[src/rtl/sample_accumulator.sv]
// sample_accumulator: sums NUM_SAMPLES unsigned 16-bit samples through an
// adder_16bit and presents the total with a sticky carry-out flag.
// Ports: clk, rst (sync, active-high), start, in_valid/in_data/in_ready,
//        out_valid/out_ready/out_sum/out_overflow, busy, sample_count.
// Build option: define SAMPLE_ACCUM_SATURATE_EN to clamp the total at 16'hFFFF.

module adder_16bit (
    input  logic [15:0] a,
    input  logic [15:0] b,
    input  logic        carry_in,
    output logic [15:0] sum,
    output logic        overflow
);
    assign {overflow, sum} = {1'b0, a} + {1'b0, b} + {16'b0, carry_in};
endmodule

module sample_accumulator #(
    parameter int NUM_SAMPLES = 8
) (
    input  logic        clk,
    input  logic        rst,
    input  logic        start,
    input  logic        in_valid,
    input  logic [15:0] in_data,
    output logic        in_ready,
    input  logic        out_ready,
    output logic        out_valid,
    output logic [15:0] out_sum,
    output logic        out_overflow,
    output logic        busy,
    output logic [7:0]  sample_count
);
    typedef enum logic [1:0] {
        IDLE  = 2'd0,
        ACCUM = 2'd1,
        DONE  = 2'd2
    } state_t;

    localparam logic [7:0] LAST = 8'(NUM_SAMPLES - 1);

    state_t      state;
    state_t      state_next;
    logic [15:0] acc;
    logic [15:0] acc_next;
    logic [15:0] add_sum;
    logic        add_carry;
    logic [7:0]  count;
    logic        ovf_flag;
    logic        beat;

    adder_16bit u_adder (
        .a        (acc),
        .b        (in_data),
        .carry_in (1'b0),
        .sum      (add_sum),
        .overflow (add_carry)
    );

    assign beat = (state == ACCUM) && in_valid;

`ifdef SAMPLE_ACCUM_SATURATE_EN
    // A carry can only come from a real overflow, so clamping here keeps
    // the total pinned at all-ones for the rest of the run.
    assign acc_next = add_carry ? 16'hFFFF : add_sum;
`else
    assign acc_next = add_sum;
`endif

    always_comb begin
        state_next = state;
        case (state)
            IDLE:    if (start) state_next = ACCUM;
            ACCUM:   if (beat && count == LAST) state_next = DONE;
            DONE:    if (out_ready) state_next = IDLE;
            default: state_next = IDLE;
        endcase
    end

    always_ff @(posedge clk) begin
        if (rst) begin
            state <= IDLE;
        end else begin
            state <= state_next;
        end
    end

    always_ff @(posedge clk) begin
        if (rst) begin
            acc      <= 16'd0;
            count    <= 8'd0;
            ovf_flag <= 1'b0;
        end else if (state == IDLE && start) begin
            acc      <= 16'd0;
            count    <= 8'd0;
            ovf_flag <= 1'b0;
        end else if (beat) begin
            acc      <= acc_next;
            count    <= count + 8'd1;
            ovf_flag <= ovf_flag | add_carry;
        end
    end

    assign in_ready     = (state == ACCUM);
    assign out_valid    = (state == DONE);
    assign busy         = (state == ACCUM) || (state == DONE);
    assign out_sum      = acc;
    assign out_overflow = ovf_flag;
    assign sample_count = count;

endmodule

[config.mk]
export PLATFORM = sky130hd
export DESIGN_NAME = sample_accumulator
export DESIGN_NICKNAME = d
export VERILOG_FILES = /design/src/rtl/sample_accumulator.sv
export SDC_FILE = /design/constraint.sdc
export NUM_CORES = 1
export LEC_CHECK = 0
export ABC_AREA = 1
export ABC_CLOCK_PERIOD_IN_PS = 4850
export CORE_UTILIZATION = 55
export DETAILED_ROUTE_END_ITERATION = 8
export PLACE_DENSITY = 0.86
export SYNTH_ARGS = -nofsm -noshare
export SYNTH_HDL_FRONTEND = slang
export SYNTH_SLANG_ARGS = --single-unit
export TNS_END_PERCENT = 10
[constraint.sdc]
create_clock -name clk -period 4.85 [get_ports clk]
set_clock_uncertainty 0.05 [all_clocks]
set_input_delay 1.455 -clock clk [delete_from_list [all_inputs] [get_ports clk]]
set_output_delay 1.455 -clock clk [all_outputs]
set_load 0.005 [all_outputs]
==> results of run 1 <==
==> final cells by class <==
class	count	share of cell area, %
Multi-Input combinational cell	246	50.2
Sequential cell	27	19.3
Timing Repair Buffer	48	17.2
Inverter	69	9.52
Tap cell	48	2.14
Clock buffer	3	1.47
Clock inverter	1	0.179
==> kinds of logic (layout without fill, tap and decap cells) <==
family / count (synthesis) / in the layout / synth area share, %
AND/OR/NAND/NOR: 184 / 184 / 38.5
AO/OA/AOI/OAI: 34 / 34 / 9.16
buffers and inverters: 73 / 121 / 13.1
adder cells (fa/ha/maj): 23 / 23 / 13.2
XOR/XNOR: 5 / 5 / 1.96
flip-flops: 27 / 27 / 24.1
==> cells in the final DEF (no fill, tap or decap), drive strengths merged, types with 3 or more instances in the layout <==
master	synthesis	layout
o21ai	8	8
ha	22	22
inv	68	68
dfxtp	27	27
nand3	24	24
xnor2	3	3
nor3	7	7
nand4	4	4
a21oi	19	19
clkdlybuf4s50	0	48
nand2	104	104
clkbuf	0	3
nor2	38	38
o211ai	3	3
o21bai	3	3
==> final timing paths <==
path | start | end | slack (ns) | cells past startpoint
setup / recovery | in_data[0] | out_sum[14] | 1.78 | 13
hold / removal | out_sum[0] | out_sum[0] | 0.46 | 2
setup reg to reg | out_sum[0] | out_sum[14] | 3.03 | 12
hold reg to reg | out_sum[0] | out_sum[0] | 0.46 | 2
==> power by group through the flow <==
stage	clock network [W]	logic (W)	registers, W
2_1_floorplan	0	0.000304	0.000277
3_3_place_gp	0	0.000434	0.000278
3_5_place_dp	0	0.000440	0.000279
4_1_cts	0.000138	0.000443	0.000274
5_1_grt	0.000147	0.000501	0.000278
6_report	0.000134	0.000444	0.000274
==> registers in the layout, summed over array words and instances (netlist names) <==
name and cells:
out_sum 16, out_overflow 1, state 2, sample_count 8
==> metrics by stage <==
step                      hold WS, ns  instances  utilization (%)  instance area, um2  worst slack (ns)
after floorplan                 0.406        346                -                2240              2.02
after global placement          0.413        438             73.0                2750              1.51
after detailed placement        0.418        438             73.0                2750              1.46
after CTS                       0.453        442             74.3                2800              1.77
after global routing            0.476        442             74.3                2800              1.58
final                           0.455        442             74.3                2800              1.78
==> worst max-delay path, cell delays in order <==
cell and delay (ns):
clkdlybuf4s50_1 0.40, ha_1 0.22, fa_1 0.40, nand2_1 0.09, nand2_1 0.07, nand3b_1 0.10, nand2_1 0.12, nand2_1 0.10
nand2_1 0.05, nand2_1 0.06, nand3_1 0.06, nand2_1 0.06, inv_1 0.03
==> Yosys cell counts (2+ instances only) <==
| master | number | share of area (%) |
|---|---|---|
| buf_2 | 3 | 0.67 |
| nor2_1 | 35 | 5.9 |
| xor2_1 | 2 | 0.78 |
| nor2_4 | 3 | 1.5 |
| ha_1 | 22 | 12 |
| inv_1 | 60 | 10 |
| o21ai_1 | 2 | 0.45 |
| o21ai_0 | 6 | 1.3 |
| nand2_1 | 93 | 16 |
| inv_2 | 6 | 1.0 |
| nor3_2 | 4 | 1.8 |
| a21oi_1 | 16 | 3.6 |
| nand3_1 | 22 | 4.9 |
| dfxtp_1 | 27 | 24 |
| nand3_2 | 2 | 0.89 |
| nor3_1 | 3 | 0.67 |
| xnor2_1 | 3 | 1.2 |
| nand4_1 | 3 | 0.84 |
| a21oi_2 | 2 | 0.78 |
| nand3b_1 | 2 | 0.67 |
| o21bai_1 | 3 | 1.0 |
| nand2_2 | 9 | 2.5 |
| nand2_4 | 2 | 1.0 |
| o211ai_1 | 3 | 1.0 |
==> per-layer routing <==
| metal | GRT usage [%] | vias to the layer above |
|---|---|---|
| met5 | 0 | - |
| met4 | 3.80 | 0 |
| met3 | 3.79 | 2 |
| met2 | 42.1 | 57 |
| met1 | 31.0 | 959 |
| li1 | - | 1169 |
==> results_dict.tcl, run 1 <==
set metrics [dict create \
    min_path_type "register to register" \
    yosys_warnings 0 \
    route.vias.total 2187 \
    synth_edf_count 0 \
    die_y_um 65.8 \
    wl_met2_um 2170 \
    clkSlewWorstSetupHoldPaths_ns 0.10 \
    rows 22 \
    maxUsedRoutingLayer "met4" \
    cts_buffers 3 \
    ys.flop_type "dfxtp_1" \
    nFillCells 298 \
    io_pins 49 \
    dp_hpwl_um 3740 \
    yosysUniqueCellTypes 37 \
    path_class "input port to register" \
    fmax_mhz 325 \
    start_util_pct 59.4 \
    gp_congestion 0.887 \
    syn_to_final_growth_pct 25.0 \
    clock-root-buffer "clkbuf_8" \
    cts_tree "built" \
    setup-violations-final 0 \
    swShare_pct 41.0 \
    finalCriticalPeriod_ns 3.07 \
    seqPwrFrac_pct 32.2 \
    tightest_slew_ns 0.292 \
    die_area_mm2 0.00433 \
    clock_power_share_pct 15.7 \
    wl_met1_um 2350 \
    rsz0062_at_grt "false" \
    leakage_nw 1.41 \
    cts_htree_levels 1 \
    multi_input_area_mm2 0.00141 \
    async_reset_ff_share_pct 0 \
    antenna_found_initial 0 \
    cp_max_fo 3 \
    post-route-period-util_pct 63.4 \
    cts_resized 0 \
    avgRoutedWirePerCell_um 10.9 \
    numPortBuffers 48 \
    syn_nets 390 \
    max_slew_margin_pct 80.5 \
    drt-total-wl_um 4830 \
    num_antenna_cells 0 \
    end_kind "register" \
    hold_violations 0 \
    start_kind "input port" \
    hold_buffers 0 \
    ant_nets 0 \
    grt_usage_pct 24.0 \
    outcome "completed" \
    avgSynthCellArea_um2 6.47 \
    finalPower_w 0.000852 \
    clkLatencyLatePin_ns 0.27 \
    drt_iter0_markers 127 \
    drive_gt1_share_pct 9.64 \
    drv_slew 0 \
    maxCapViolations 0 \
    synth-seq-cells 27 \
    syn_inst 346 \
    grt_pass1_wl_um 8140 \
    seq_area_frac_synth_pct 24.1 \
    clockBufferDepth 2 \
    netlist_area_mm2 0.00224 \
    layout.nets 439 \
    required_ns 4.99 \
    grt_max_degree 33 \
    routed-wl-met3_um 291 \
    p_per_area_mw_per_mm2 304 \
    avgViaCountPerCell 4.95 \
    cp.arrival_ns 3.21 \
    tns_ns 0 \
    grt-ovfl-total 0 \
    switchingPower_w 0.000349 \
    regArea_um2 541 \
    post_cts_buffers 0 \
    drcViolationCount 0 \
    clock-sinks 27 \
    grt_pass1_vias 1913 \
    p_int_w 0.000502 \
    coreArea_mm2 0.00377 \
    p_comb_share_pct 52.1 \
    fp.dieW_um 65.8 \
    peakVddDrop_mv 0.250 \
    firstDrtPassIters 4 \
]
Note: power is estimated with default switching activity, not from simulation.
==> run 2: changes to the inputs <==
--- a/config.mk
+++ b/config.mk
@@ -6,10 +6,10 @@
 export NUM_CORES = 1
 export LEC_CHECK = 0
 export ABC_AREA = 1
-export ABC_CLOCK_PERIOD_IN_PS = 4850
-export CORE_UTILIZATION = 55
+export ABC_CLOCK_PERIOD_IN_PS = 2800
+export CORE_UTILIZATION = 46
 export DETAILED_ROUTE_END_ITERATION = 8
-export PLACE_DENSITY = 0.86
+export PLACE_DENSITY = 0.77
 export SYNTH_ARGS = -nofsm -noshare
 export SYNTH_HDL_FRONTEND = slang
 export SYNTH_SLANG_ARGS = --single-unit
==> constraint.sdc (replaced) <==
create_clock -name clk -period 2.8 [get_ports clk]
set_clock_uncertainty 0.05 [all_clocks]
set_input_delay 0.84 -clock clk [delete_from_list [all_inputs] [get_ports clk]]
set_output_delay 0.84 -clock clk [all_outputs]
set_load 0.005 [all_outputs]
==> run 2 against run 1 <==
Power increased by 73%. Worst hold slack got worse by 0.031 ns. Final area is 0.27% higher. First-iteration DRC count down 38%. Wire length fell by 1.7%. Utilization fell by 14 points. Worst setup slack worse by 1.4 ns. Register-to-register slack lost 2.1 ns. Via count down 1.6%. Critical path type unchanged.
==> results_dict.tcl, run 2 (synthesis gave the netlist of run 1 again) <==
set metrics [dict create \
    clock-sinks 27 \
    placed_cells 444 \
    wl_met1_um 2260 \
    hold_violations 0 \
    crit_path_max_incr_delay_ns 0.41 \
    largest_reg_flops 16 \
    min_path_type "register to register" \
    clkLatencyLatePin_ns 0.28 \
    dpl-instance-area_mm2 0.00276 \
    dp_hpwl_um 3770 \
    io_pins 49 \
    start_util_pct 47.7 \
    crit_chain "clkdlybuf4s50_1 -> ha_1 -> fa_1 -> nand2_1 -> nand2_1 -> nand3b_1 -> nand2_1 -> nand2_1 -> nand2_1 -> nand2_1 -> nand3_1 -> nand2_1 -> inv_1" \
    final_cell_mix "93 x nand2_1, 60 x inv_1, 48 x clkdlybuf4s50_1" \
    critPathSlowestCell "fa_1" \
    firstDrtPassIters 4 \
    rsz0062_at_grt "false" \
    drcViolationCount 0 \
    numPortBuffers 48 \
    cts_htree_levels 1 \
    die_y_um 71.8 \
    cts_resized 0 \
    setup-violations-final 0 \
    outcome "completed" \
    wl_met2_um 2210 \
    path_class "input port to register" \
    post-route-period-util_pct 88.2 \
    grt_usage_pct 19.8 \
    coreArea_mm2 0.00469 \
    nFillCells 461 \
    cts_buffers 3 \
    avgRoutedWirePerCell_um 10.6 \
    fmax_mhz 405 \
    cts_tree "built" \
    route.vias.total 2153 \
    cp.arrival_ns 2.62 \
    routed-wl-met3_um 224 \
    tightest_slew_ns 0.288 \
    die_area_mm2 0.00515 \
    layout.nets 439 \
    drive_gt1_share_pct 9.64 \
    gp_congestion 0.876 \
    grt_pass1_vias 2029 \
    finalNonFillerCells 448 \
    fp.dieW_um 71.8 \
    rows 25 \
    leakage_nw 1.41 \
    tns_ns 0 \
    regArea_um2 541 \
    whs_ns 0.424 \
    crit_path_frequent_cell "nand2_1" \
    drv_slew 0 \
    clkSlewWorstSetupHoldPaths_ns 0.10 \
    antenna_found_initial 0 \
    fin_area_mm2 0.00281 \
    peakVddDrop_mv 0.388 \
    mostFrequentLayoutCell "nand2_1" \
    syn_to_final_growth_pct 25.4 \
    post_cts_buffers 0 \
    maxCapViolations 0 \
    grt_pass1_wl_um 8280 \
    start_kind "input port" \
    cp_max_fo 3 \
    maxUsedRoutingLayer "met4" \
    drt-total-wl_um 4750 \
    hold_buffers 0 \
    clock-root-buffer "clkbuf_8" \
    clockBufferDepth 2 \
    ant_nets 0 \
    grt_max_degree 33 \
    num_antenna_cells 0 \
    avgViaCountPerCell 4.81 \
    drt_iter0_markers 79 \
    end_kind "register" \
    multi_input_area_mm2 0.00141 \
    required_ns 2.95 \
    p_per_area_mw_per_mm2 526 \
    grt-ovfl-total 0 \
    finalCriticalPeriod_ns 2.47 \
    max_slew_margin_pct 80.8 \
]
## run 2: cell counts in the layout (fill, tap and decap cells not counted)
Identical to the previous run, type by type.
## run 2: worst paths after layout
kind                              startpoint            to  slack [ns]  cells past startpoint
worst max-delay path              in_data[0]   out_sum[14]        0.33                     13
worst min-delay path            out_overflow  out_overflow        0.42                      2
worst max register to register    out_sum[0]   out_sum[14]        0.97                     12
worst min register to register  out_overflow  out_overflow        0.42                      2
## run 2: where the power goes
part	total, W	switching (W)	internal [W]	leakage (nW)
combinational	0.000765	0.000430	0.000335	1.16
clock	0.000236	0.000136	0.000100	0.0255
sequential	0.000475	0.0000399	0.000435	0.219
## run 2: area by class of cell
type | instances | share of cell area [%]
Clock buffer | 3 | 1.47
Tap cell | 54 | 2.41
Multi-Input combinational cell | 246 | 50.1
Sequential cell | 27 | 19.3
Clock inverter | 1 | 0.178
Inverter | 69 | 9.49
Timing Repair Buffer | 48 | 17.1
## run 2: metrics by stage
step                utilization [%]  power (W)  setup slack (ns)
floorplan                         -    0.00101             0.586
global placement               58.9    0.00124            0.0610
detailed placement             58.9    0.00125            0.0172
CTS                            59.8    0.00149             0.326
global route                   59.8    0.00161            0.0937
finish                         59.8    0.00148             0.330
## run 2: metal layers
| metal | global-route usage, % | vias up |
|---|---|---|
| met4 | 6.10 | 0 |
| met1 | 24.7 | 932 |
| met3 | 3.09 | 6 |
| met2 | 34.9 | 42 |
| li1 | - | 1173 |
| met5 | 0 | - |
## run 2: critical path, delay by kind of cell
| family | cells | cell delay (ns) |
|---|---|---|
| buf+inv | 2 | 0.43 |
| fa+ha+maj | 2 | 0.63 |
| simple gates | 9 | 0.72 |
==> run 3: changes to the inputs <==
--- a/config.mk
+++ b/config.mk
@@ -10,6 +10,7 @@
 export CORE_UTILIZATION = 46
 export DETAILED_ROUTE_END_ITERATION = 8
 export PLACE_DENSITY = 0.77
+export SLEW_MARGIN = 30
 export SYNTH_ARGS = -nofsm -noshare
 export SYNTH_HDL_FRONTEND = slang
 export SYNTH_SLANG_ARGS = --single-unit
==> results of run 3 <==
Same layout as run 2: the final DEF is identical, and so are final timing and power.
